## src/rtl/int_pipe_sequencer.sv

```systemverilog
// Pipeline sequencer: merges load-use stall and branch redirect into
// PC/IF-ID/ID-EX control and runs the interrupt entry sequence.
module int_pipe_sequencer #(
  parameter int PC_WIDTH     = 32,
  parameter int DRAIN_CYCLES = 3
) (
  input  logic                clk,
  input  logic                rst,
  input  logic                HDU_stall_in,
  input  logic                branch_taken_EX_in,
  input  logic                int_req_in,
  input  logic                mem_busy_in,
  input  logic [PC_WIDTH-1:0] pc_ID_in,
  output logic                PC_write_en_out,
  output logic                IF_ID_en_out,
  output logic                IF_ID_flush_out,
  output logic                ID_EX_flush_out,
  output logic                push_pc_out,
  output logic                push_flags_out,
  output logic                load_vec_out,
  output logic [PC_WIDTH-1:0] ret_pc_out,
  output logic                int_busy_out,
  output logic                int_ack_out
);

  typedef enum logic [2:0] {
    S_IDLE,
    S_DRAIN,
    S_PUSH_PC,
    S_PUSH_FLAGS,
    S_LOAD_VEC
  } state_t;

  localparam logic [3:0] DRAIN_INIT = 4'(DRAIN_CYCLES - 1);

  state_t              r_state;
  logic                r_pending;
  logic                r_int_prev;
  logic [3:0]          r_cnt;
  logic [PC_WIDTH-1:0] r_ret_pc;

  logic w_edge;
  logic w_pend;
  logic w_idle;
  logic w_accept;

  assign w_edge   = int_req_in & ~r_int_prev;
  assign w_pend   = r_pending | w_edge;
  assign w_idle   = (r_state == S_IDLE);
  assign w_accept = w_idle & w_pend
                  & ~HDU_stall_in & ~branch_taken_EX_in;

  assign ret_pc_out = r_ret_pc;

  always_ff @(posedge clk) begin
    if (rst) begin
      r_state    <= S_IDLE;
      r_pending  <= 1'b0;
      r_int_prev <= 1'b0;
      r_cnt      <= 4'd0;
      r_ret_pc   <= '0;
    end else begin
      r_int_prev <= int_req_in;
      // edges seen mid-sequence stay pending until the next acceptance
      r_pending  <= w_pend & ~w_accept;
      unique case (r_state)
        S_IDLE: begin
          if (w_accept) begin
            r_ret_pc <= pc_ID_in;
            r_cnt    <= DRAIN_INIT;
            r_state  <= S_DRAIN;
          end
        end
        S_DRAIN: begin
          if (r_cnt == 4'd0) r_state <= S_PUSH_PC;
          else               r_cnt   <= r_cnt - 4'd1;
        end
        S_PUSH_PC: begin
          if (!mem_busy_in) r_state <= S_PUSH_FLAGS;
        end
        S_PUSH_FLAGS: begin
          if (!mem_busy_in) r_state <= S_LOAD_VEC;
        end
        S_LOAD_VEC: r_state <= S_IDLE;
        default:    r_state <= S_IDLE;
      endcase
    end
  end

  always_comb begin
    PC_write_en_out = 1'b0;
    IF_ID_en_out    = 1'b1;
    IF_ID_flush_out = 1'b1;
    ID_EX_flush_out = 1'b1;
    push_pc_out     = 1'b0;
    push_flags_out  = 1'b0;
    load_vec_out    = 1'b0;
    int_busy_out    = 1'b0;
    int_ack_out     = 1'b0;
    if (rst) begin
      IF_ID_en_out = 1'b0;
    end else if (w_idle) begin
      if (!w_accept) begin
        PC_write_en_out = ~HDU_stall_in | branch_taken_EX_in;
        IF_ID_en_out    = ~HDU_stall_in;
        IF_ID_flush_out = branch_taken_EX_in;
        ID_EX_flush_out = HDU_stall_in | branch_taken_EX_in;
      end
    end else begin
      int_busy_out = 1'b1;
      unique case (r_state)
        S_PUSH_PC:    push_pc_out    = 1'b1;
        S_PUSH_FLAGS: push_flags_out = 1'b1;
        S_LOAD_VEC: begin
          load_vec_out    = 1'b1;
          PC_write_en_out = 1'b1;
          int_ack_out     = 1'b1;
        end
        default: ;
      endcase
    end
  end

endmodule

```

## config.mk

```make
export PLATFORM = sky130hd
export DESIGN_NAME = int_pipe_sequencer
export DESIGN_NICKNAME = d
export VERILOG_FILES = /design/src/rtl/int_pipe_sequencer.sv
export SDC_FILE = /design/constraint.sdc
export NUM_CORES = 1
export LEC_CHECK = 0
export ABC_AREA = 1
export CORE_MARGIN = 5
export CORE_UTILIZATION = 55
export CTS_CLUSTER_DIAMETER = 80
export DETAILED_ROUTE_END_ITERATION = 10
export DONT_BUFFER_PORTS = 1
export PLACE_DENSITY = 0.74
export RECOVER_POWER = 50
export SKIP_CTS_REPAIR_TIMING = 1
export SLEW_MARGIN = 20
export SYNTH_ARGS = -nofsm -noshare
export SYNTH_HDL_FRONTEND = slang
export SYNTH_SLANG_ARGS = --single-unit
```

## constraint.sdc

```tcl
create_clock -name clk -period 1.7 [get_ports clk]
set_clock_uncertainty 0.2 [all_clocks]
set_input_delay 0.17 -clock clk [delete_from_list [all_inputs] [get_ports clk]]
set_output_delay 0.17 -clock clk [all_outputs]
set_load 0.01 [all_outputs]
```

======== After elaboration in Yosys (flattened, before gate mapping) ========
Index checks and enable logic that the tools add are counted.
Widths: inputs -> output; s select.
operators by class
  add/sub/neg operators ................... 1
  equality and inequality tests ........... 9
  muxes and demuxes ....................... 31
  bitwise operators ....................... 12
  reductions and logical operators ........ 6
operators with widths
  cell                 number
  $mux 1               23
  $mux 3               4
  $pmux 3 s4           1
  $mux 4               2
  $ne 2x2->1 const B   4
  $pmux 4 s2           1
  $eq 3x2->1 const B   2
  $and 1x1->1          5
  $logic_not 4->1      1
  $not 1->1            4
  $reduce_and 4->1     1
  $sub 4x1->4 const B  1
  $eq 3x1->1 const B   1
  $eq 3x3->1 const B   1
  $logic_not 3->1      1
  $or 1x1->1           3
  $reduce_and 3->1     1
  $ne 2x1->1 const B   1
  $reduce_and 2->1     1
  $reduce_bool 2->1    1
word-level totals
  flip-flop bits (word level) ............. 41
  input bits .............................. 38
  word-level logic and storage cells ...... 64

======== Longest topological paths before layout ========
Gate-level depths: netlist of the first run.
  depth after elaboration ................. 9
  mapped depth ............................ 9

======== Worst setup path before layout of the first run ========
No wires, ideal clock.
  path type ............................... flip-flop to flip-flop
  start point ............................. register r_state[1]
  end point ............................... register r_ret_pc[10], in the netlist ret_pc_out[10]
  arrival ................................. 1149 ps
  data required time ...................... 1382 ps
  setup slack ............................. 233 ps
  stages on the path, launching flop included .. 9
  path buffers ............................ 2
  clock period less this slack ............ 1467 ps
  path through ............................ dfxtp_1 -> inv_2 -> nand2_2 -> nor2_4 -> nand4_2 -> buf_6 -> buf_6 -> o21ai_1 -> a21oi_2
on the way
  word-level cells in the longest chain between the ends .. 5
ends and longest elaborated chain
  what                          RTL line  RTL
  start, declared               36        state_t r_state;
  start signal, assigned        57        r_state <= S_IDLE;
  start signal, assigned        71        r_state <= S_DRAIN;
  start signal, assigned        75        if (r_cnt == 4'd0) r_state <= S_PUSH_PC;
  $logic_not 3->1 *             49, 66
  $and 1x1->1                   50        assign w_accept = w_idle & w_pend
  $and 1x1->1 (2 in series)     51        & ~HDU_stall_in & ~branch_taken_EX_in;
  $reduce_and 2->1 (no line) *  -
  end signal, assigned          69        r_ret_pc <= pc_ID_in;
  end, declared                 40        logic [PC_WIDTH-1:0] r_ret_pc;
Mark *: on every way between the ends. The rest lies on a longest branch, timed or not.
A chain may end at the register's enable or synchronous reset.

======== Worst setup path after layout of the first run ========
  start point ............................. register r_state[2]
  end point ............................... output port ID_EX_flush_out
on the way
  word-level cells in the longest chain between the ends .. 7
ends and longest elaborated chain
  what                       RTL line  RTL
  $logic_not 3->1 *          49        assign w_idle = (r_state == S_IDLE);
  $and 1x1->1                50
  $and 1x1->1 (2 in series)  51
  $mux 1                     103       if (!w_accept) begin
  $mux 1 *                   102       end else if (w_idle) begin
  $mux 1 *                   100       if (rst) begin
  end, declared              17        output logic ID_EX_flush_out,
Marks and branches as above.

==> impl_metrics.tcl, run 1 <==
set metrics [dict create \
    status "finished, violations left" \
    violations "negative hold slack, negative setup slack" \
    cts_tree "yes" \
    syn_area_mm2 0.00179 \
    fin_area_mm2 0.00223 \
    yosys.area_share.simple_pct 13.1 \
    area_growth_pct 24.5 \
    layoutNonFillerInstCount 310 \
    arrival_ps 1410 \
    muxShareOfSynthArea_pct 0 \
    dieArea_mm2 0.00449 \
    dp.cells 266 \
    synth_area_leaders "dfxtp_1 (46%), inv_1 (9.2%), a21oi_1 (7.8%)" \
    globalplace.congestion 0.846 \
    synth_compound_gate_area_share_pct 23.5 \
    nFillCells 250 \
    setup_viol 3 \
    drc 0 \
    ys_seq_area_share_pct 45.9 \
    critPathKind "reg -> out" \
    via_per_inst 4.98 \
    core-area_mm2 0.00308 \
    max_freq_ghz 0.563 \
    crit_fanout 5 \
    synth_top_family_by_area "compound AO/OA/AOI/OAI gates" \
    num_antenna_cells 0 \
    cts_sinks 41 \
    portBuffers 0 \
    clock_latency_ps 330 \
    synthAdderAreaFrac_pct 1.40 \
    rsz0062_at_grt "yes" \
    dpl.hpwl_um 2560 \
    yosysTopAreaCell "dfxtp_1" \
    multiInputGateArea_um2 703 \
    totalWireLength_um 4080 \
    synth_xor_area_share_pct 0.490 \
    min_period_ps 1780 \
    die_w_um 67.0 \
    io-pin-count 79 \
    leakagePower_nw 0.880 \
    antenna_found_initial 0 \
    globalRouteOverflowTotal 0 \
    syn_inst 229 \
    crit_required_ps 1330 \
    cts_buffers 5 \
    yosys_warnings 0 \
    synth_cell_type_count 26 \
    worst_slack_ps -75.0 \
    first_pass_iters 6 \
    ys_ff_latch 41 \
    nNetsFinal 305 \
    root_buffer "clkbuf_4" \
    synth_edf_count 0 \
    setup_tns_ps -96.7 \
    grt_pass1_vias 1302 \
    via_count 1543 \
    synth.avg_cell_area_um2 7.81 \
    rows 20 \
    end_kind "output pin" \
    drive_gt1_share_pct 14.7 \
    htree_levels 2 \
    clockBufferDepth 2 \
    cap_viol_max_count 0 \
    start_util_pct 58.1 \
    grt_pass1_wl_um 5580 \
    slew_violations 0 \
    synthesis.nets 269 \
    regArea_um2 823 \
    synth-main-ff-cell "dfxtp_1" \
    min_path_type "in -> reg" \
    synth_top_area_share_pct 45.9 \
    hold_viol 4 \
    start_kind "flop" \
    power.density_mw_per_mm2 1100 \
    drt-initial-drc-count 68 \
    fin_hold_ws_ps -318 \
    period_share_pct 104 \
    max_slew_margin_pct 74.6 \
    grt_max_degree 37 \
    antenna_left 0 \
    tightest_slew_ps 380 \
    total_power_mw 2.46 \
    vdd_drop_max_mv 0.661 \
    die_y_um 67.0 \
    wire_per_inst_um 13.2 \
    synthArstFlopShare_pct 0 \
    gr-usage-all-layers_pct 16.2 \
    placed_area_mm2 0.00181 \
    clk_pin_slew_ps 110 \
]
==> final cells by class <==
class,instances,area share [%]
well taps,44,2.47
clock buffers,6,2.30
inverters,48,8.09
clock inverters,2,0.618
flip-flops and latches,41,37.0
multi-input cells,127,31.6
repair buffers,42,18.0
==> cells by family (layout without fill, tap and decap cells) <==
logic type | Yosys count | after routing
AOI/OAI and AO/OA | 74 | 74
xor gates and xnor gates | 1 | 1
adders and majority gates | 2 | 2
buffers and inverters | 61 | 98
DFF | 41 | 41
and+or+nand+nor | 50 | 50
==> cells in the mapped netlist (4+ instances only) <==
library cell	number
dfxtp_1	41
clkbuf_1	4
inv_2	4
a21oi_2	10
a21oi_1	28
nor2_1	15
nand3_1	12
nand2_1	15
o21ai_1	19
buf_6	6
o21ai_0	13
inv_1	44
==> layer usage <==
| metal | vias to the layer above | track usage [%] | part of all wire [%] |
|---|---|---|---|
| met2 | 55 | 25.4 | 49 |
| met5 | - | 0 | 0 |
| met1 | 682 | 19.1 | 41 |
| met4 | 0 | 7.59 | 1.1 |
| met3 | 5 | 6.75 | 8.8 |
| li1 | 801 | - | - |
==> worst max-delay path, stage by stage, from the launching register on <==
cell	delay [ps]
dfxtp_2	340
inv_2	80
nand2_2	70
nor2_4	170
o2111ai_2	130
or2_1	290
==> flip-flops by register name, summed over array words and instances, names as in the netlist <==
register	flops
r_int_prev	1
r_pending	1
r_state	3
r_cnt	4
ret_pc_out	32
==> per-stage QoR <==
step / utilization (%) / hold slack, ps / worst slack (ps)
2_1_floorplan: - / 77.0 / 233
3_3_place_gp: 58.8 / 42.9 / 165
3_5_place_dp: 58.8 / 45.3 / 128
4_1_cts: 60.9 / -327 / -96.6
5_1_grt: 72.4 / -339 / -156
6_report: 72.4 / -318 / -75.0
==> power by group <==
group | internal [mW] | total [mW] | switching [mW]
registers | 1.09 | 1.23 | 0.141
clock network | 0.202 | 0.511 | 0.309
logic | 0.294 | 0.712 | 0.418
total | 1.59 | 2.46 | 0.869
==> path summary, 6_finish.rpt <==
| check | from | end | slack [ps] | cells after the start |
|---|---|---|---|---|
| min | rst | r_state[1] | -320 | 1 |
| min reg2reg | ret_pc_out[28] | ret_pc_out[28] | 300 | 2 |
| max | r_state[2] | ID_EX_flush_out | -80 | 5 |
| max reg2reg | r_state[2] | ret_pc_out[22] | 50 | 7 |
==> placed cells by master, fill, tap and decap left out <==
cell           synthesis  layout
o21ai_1               19      20
dlygate4sd3_1          0      34
inv_2                  4       4
nand3b_1               1       1
clkinv_2               0       1
dfxtp_1               41      39
nor2_4                 1       1
clkbuf_4               0       6
clkbuf_8               0       1
a21oi_1               28      28
nand2_1               15      15
buf_4                  1       7
or2_1                  1       1
ha_1                   2       2
nand2_2                3       3
a21o_1                 1       1
o2111ai_2              0       1
nand4_4                0       1
nand3_1               12      12
a21oi_2               10      10
nor2_1                15      15
o21ai_0               13      12
inv_1                 44      44
a21boi_0               1       1
o21ai_2                1       1
clkinv_4               0       1
nor3_1                 1       1
xnor2_1                1       1
dfxtp_2                0       2
Power figures use the tool's default switching activity.
==> run 2: changes to the inputs <==
CTS_BUF_LIST = sky130_fd_sc_hd__clkbuf_8   (was not set)
==> impl_metrics.tcl, run 2 (synthesis results as in run 1) <==
set metrics [dict create \
    antenna_found_initial 0 \
    rsz0062_at_grt "yes" \
    clockBufferDepth 2 \
    setup_tns_ps -6.45 \
    crit_end "ID_EX_flush_out" \
    clock_latency_ps 280 \
    worst_r2r_path_depth 7 \
    rows 20 \
    grt_pass1_wl_um 5590 \
    first_pass_iters 4 \
    start_kind "flop" \
    tightest_slew_ps 372 \
    status "finished, violations left" \
    fin_hold_ws_ps -258 \
    die_y_um 67.0 \
    combPwrFrac_pct 27.4 \
    htree_levels 2 \
    grt_pass1_vias 1303 \
    crit_cells 5 \
    slowest_delay_ps 330 \
    critPathKind "reg -> out" \
    swShare_pct 33.8 \
    num_antenna_cells 0 \
    nNetsFinal 304 \
    crit_required_ps 1330 \
    max_freq_ghz 0.586 \
    critPathLaunch "r_state[2]" \
    final_cell_mix "inv_1 (44), dfxtp_1 (39), dlygate4sd3_1 (33), a21oi_1 (28), o21ai_1 (20)" \
    dpl.hpwl_um 2560 \
    grt-busiest-layer "met2" \
    gr-usage-all-layers_pct 16.4 \
    crit_family "simple AND/OR/NAND/NOR gates" \
    drt-initial-drc-count 109 \
    clk_pin_slew_ps 70 \
    min_period_ps 1710 \
    die_w_um 67.0 \
    io-pin-count 79 \
    end_kind "output pin" \
    min_path_type "in -> reg" \
    period_share_pct 100 \
    reg2reg_from "r_state[2]" \
    crit_buf_inv 1 \
    cts_tree "yes" \
    power.density_mw_per_mm2 1150 \
    timing.rr.end "ret_pc_out[22]" \
    path_cells "inv_2 > nand2_2 > nor2_4 > o2111ai_2 > or2_1" \
    multiInputGateArea_um2 703 \
    slew_violations 0 \
    totalWireLength_um 4030 \
    core-area_mm2 0.00308 \
    hold_viol 5 \
    cap_viol_max_count 0 \
    seqPwrFrac_pct 47.6 \
    vdd_drop_max_mv 0.787 \
    nFillCells 249 \
    violations "negative hold slack, negative setup slack" \
    antenna_left 0 \
    setup_viol 1 \
    arrival_ps 1340 \
    largest_register_ffs 32 \
    wire_per_inst_um 13.0 \
    via_per_inst 4.98 \
    dieArea_mm2 0.00449 \
    portBuffers 0 \
    area_growth_pct 25.9 \
    start_util_pct 58.1 \
    max_slew_margin_pct 75.2 \
    internal-power_mw 1.71 \
    use_met1_pct 19.1 \
    crit_fanout 5 \
    post-route-util_pct 73.2 \
    met2_usage_pct 25.5 \
    regArea_um2 823 \
    switching_power_uw 874 \
    cts_sinks 41 \
    worst_slack_ps -6.45 \
    globalplace.congestion 0.846 \
    p_clk_share_pct 25.0 \
    root_buffer "clkbuf_8" \
    grt_max_degree 37 \
    final_common_cell "inv_1" \
    use_met3_pct 6.75 \
    drive_gt1_share_pct 14.7 \
    drc 0 \
    leakagePower_nw 0.891 \
    via_count 1540 \
    cts_buffers 5 \
    globalRouteOverflowTotal 0 \
    crit_slowest_cell "dfxtp_2" \
    ff2ff_setup_slack_ps 40 \
]
## run 2: cell types whose count changed in the layout (fill, tap and decap cells not counted), sizes merged
cell,change
clkbuf,-1
buf,+1
dlygate4sd3,-1
## run 2: worst min path at each step
stage / from / to / slack (ps) / depth (start not counted)
after floorplan: int_req_in / r_int_prev / 80 / 2
after global placement: rst / r_state[0] / 40 / 1
after detailed placement: rst / r_state[0] / 50 / 1
after CTS: rst / r_state[0] / -260 / 1
after global routing: rst / r_state[1] / -270 / 1
final: rst / r_state[1] / -260 / 1
## run 2: final cells by class
class                      count  share of cell area (%)
sequential                    41                    36.6
timing repair buffer          41                    17.5
clock inverter                 2                   0.611
multi-input combinational    127                    31.2
tap                           44                    2.44
inverter                      48                    8.00
clock buffer                   6                    3.67
## run 2: per-layer routing
| metal | wire length [um] | up-vias |
|---|---|---|
| met5 | 0 | - |
| met4 | 54 | 0 |
| met3 | 374 | 5 |
| met2 | 2000 | 58 |
| met1 | 1610 | 675 |
| li1 | - | 802 |
## run 2: power groups by stage
stage | logic, mW | clock network [mW] | registers, mW
floorplan | 0.548 | 0 | 1.23
global placement | 0.614 | 0 | 1.25
detailed placement | 0.628 | 0 | 1.25
CTS | 0.629 | 0.672 | 1.23
global route | 0.817 | 0.712 | 1.25
finish | 0.710 | 0.646 | 1.23
## run 2: metrics by stage
| stage | power (mW) | area [um2] | std cells | setup slack (ps) |
|---|---|---|---|---|
| after floorplan | 1.77 | 1790 | 229 | 233 |
| after global placement | 1.87 | 1810 | 266 | 165 |
| after detailed placement | 1.88 | 1810 | 266 | 128 |
| after CTS | 2.53 | 1910 | 274 | -27.5 |
| after global routing | 2.78 | 2250 | 309 | -83.0 |
| final | 2.59 | 2250 | 309 | -6.45 |
## run 2: worst reg2reg max path, delay by kind of cell, from the launching register on
kind,cells,cell delay [ps]
simple gates,3,360
buf+inv,2,350
flops,1,330
compound gates,2,320
==> run 3: changes to the inputs <==
REMOVE_ABC_BUFFERS = 1   (was not set)
SKIP_LAST_GASP = 1   (was not set)
==> impl_metrics.tcl, run 3 (synthesis results as in run 1) <==
set metrics [dict create \
    combPwrFrac_pct 26.7 \
    globalRouteOverflowTotal 0 \
    grt_pass1_wl_um 5930 \
    drt-initial-drc-count 81 \
    antenna_left 0 \
    fin_hold_ws_ps 76.0 \
    io-pin-count 79 \
    via_per_inst 5.13 \
    violations "negative setup slack" \
    vdd_drop_max_mv 0.874 \
    arrival_ps 1330 \
    dpl.hpwl_um 2650 \
    whs_path_depth 4 \
    critPathKind "reg -> out" \
    internal-power_mw 1.88 \
    die_w_um 67.0 \
    clockBufferDepth 2 \
    post-place-ws_ps 95.8 \
    core-area_mm2 0.00308 \
    min_path_type "in -> reg" \
    first_pass_iters 5 \
    drc 0 \
    slew_violations 0 \
    hold_viol 0 \
    clock_latency_ps 290 \
    p_clk_share_pct 29.0 \
    fin_area_mm2 0.00231 \
    nNetsFinal 308 \
    cts_sinks 41 \
    start_kind "flop" \
    area_growth_pct 29.0 \
    period_share_pct 100 \
    max_slew_margin_pct 80.9 \
    cap_viol_max_count 0 \
    rsz0062_at_grt "yes" \
    die_y_um 67.0 \
    drive_gt1_share_pct 15.2 \
    wire_per_inst_um 14.8 \
    swShare_pct 32.4 \
    crit_required_ps 1330 \
    max_freq_ghz 0.587 \
    grt_pass1_vias 1346 \
    rows 20 \
    gr-usage-all-layers_pct 17.5 \
    clk_pin_slew_ps 80 \
    tightest_slew_ps 287 \
    final_common_cell "inv_1" \
    final_cell_mix "inv_1 (44), dfxtp_1 (38), dlygate4sd3_1 (35), a21oi_1 (28), o21ai_1 (20)" \
    cts_tree "yes" \
    end_kind "output pin" \
    dieArea_mm2 0.00449 \
    setup_viol 1 \
    root_buffer "clkbuf_8" \
    seqPwrFrac_pct 44.3 \
    portBuffers 0 \
    min_period_ps 1700 \
    power.density_mw_per_mm2 1210 \
    largest_register_ffs 32 \
    placed_area_mm2 0.00180 \
    leakagePower_nw 0.919 \
    worst_r2r_path_depth 7 \
    via_count 1607 \
    htree_levels 2 \
    grt_max_degree 53 \
    num_antenna_cells 0 \
    cts_buffers 5 \
    worst_slack_ps -4.44 \
    start_util_pct 58.1 \
    antenna_found_initial 0 \
    switching_power_uw 904 \
    crit_fanout 5 \
    globalplace.congestion 0.815 \
    totalWireLength_um 4640 \
    status "finished, violations left" \
]
[run 3: layout make-up]
type | count | area (um2)
timing repair buffer | 45 | 434
clock inverter | 2 | 37.5
fill | 230 | 769
multi-input combinational | 127 | 694
inverter | 48 | 180
clock buffer | 6 | 82.6
sequential | 41 | 825
tap | 44 | 55.1
[run 3: path summary, 6_finish.rpt]
check / from / endpoint / slack (ps)
min reg2reg: r_cnt[0] / r_cnt[0] / 280
min: rst / ret_pc_out[12] / 80
max: r_state[2] / ID_EX_flush_out / -4
max reg2reg: r_state[2] / ret_pc_out[15] / 20
[run 3: stage by stage]
step | instances | total power, mW | util [%] | TNS (ps)
final | 313 | 2.79 | 75.0 | -4.44
after CTS | 274 | 2.69 | 62.4 | -21.1
after floorplan | 216 | 1.73 | - | -27480
after global placement | 266 | 1.86 | 58.5 | 0
after global routing | 313 | 2.97 | 75.0 | -466
after detailed placement | 266 | 1.88 | 58.5 | 0
[run 3: critical path, cell delays in order, from the launching register on]
cell and delay, ps:
dfxtp_2 330, inv_2 80, nand2_2 60, nor2_4 170
o2111ai_2 130, or2_1 290
[run 3: power groups by stage]
stage	logic, mW	registers, mW	clock network [mW]
floorplan	0.508	1.23	0
global placement	0.608	1.25	0
detailed placement	0.624	1.25	0
CTS	0.626	1.23	0.832
global route	0.852	1.25	0.868
finish	0.743	1.24	0.810
[run 3: metal layers]
layer	track usage [%]	vias up	wire, um
met5	0	-	0
met4	6.08	0	68
met3	9.78	6	416
met2	27.6	61	2340
met1	19.8	733	1820
li1	-	807	-
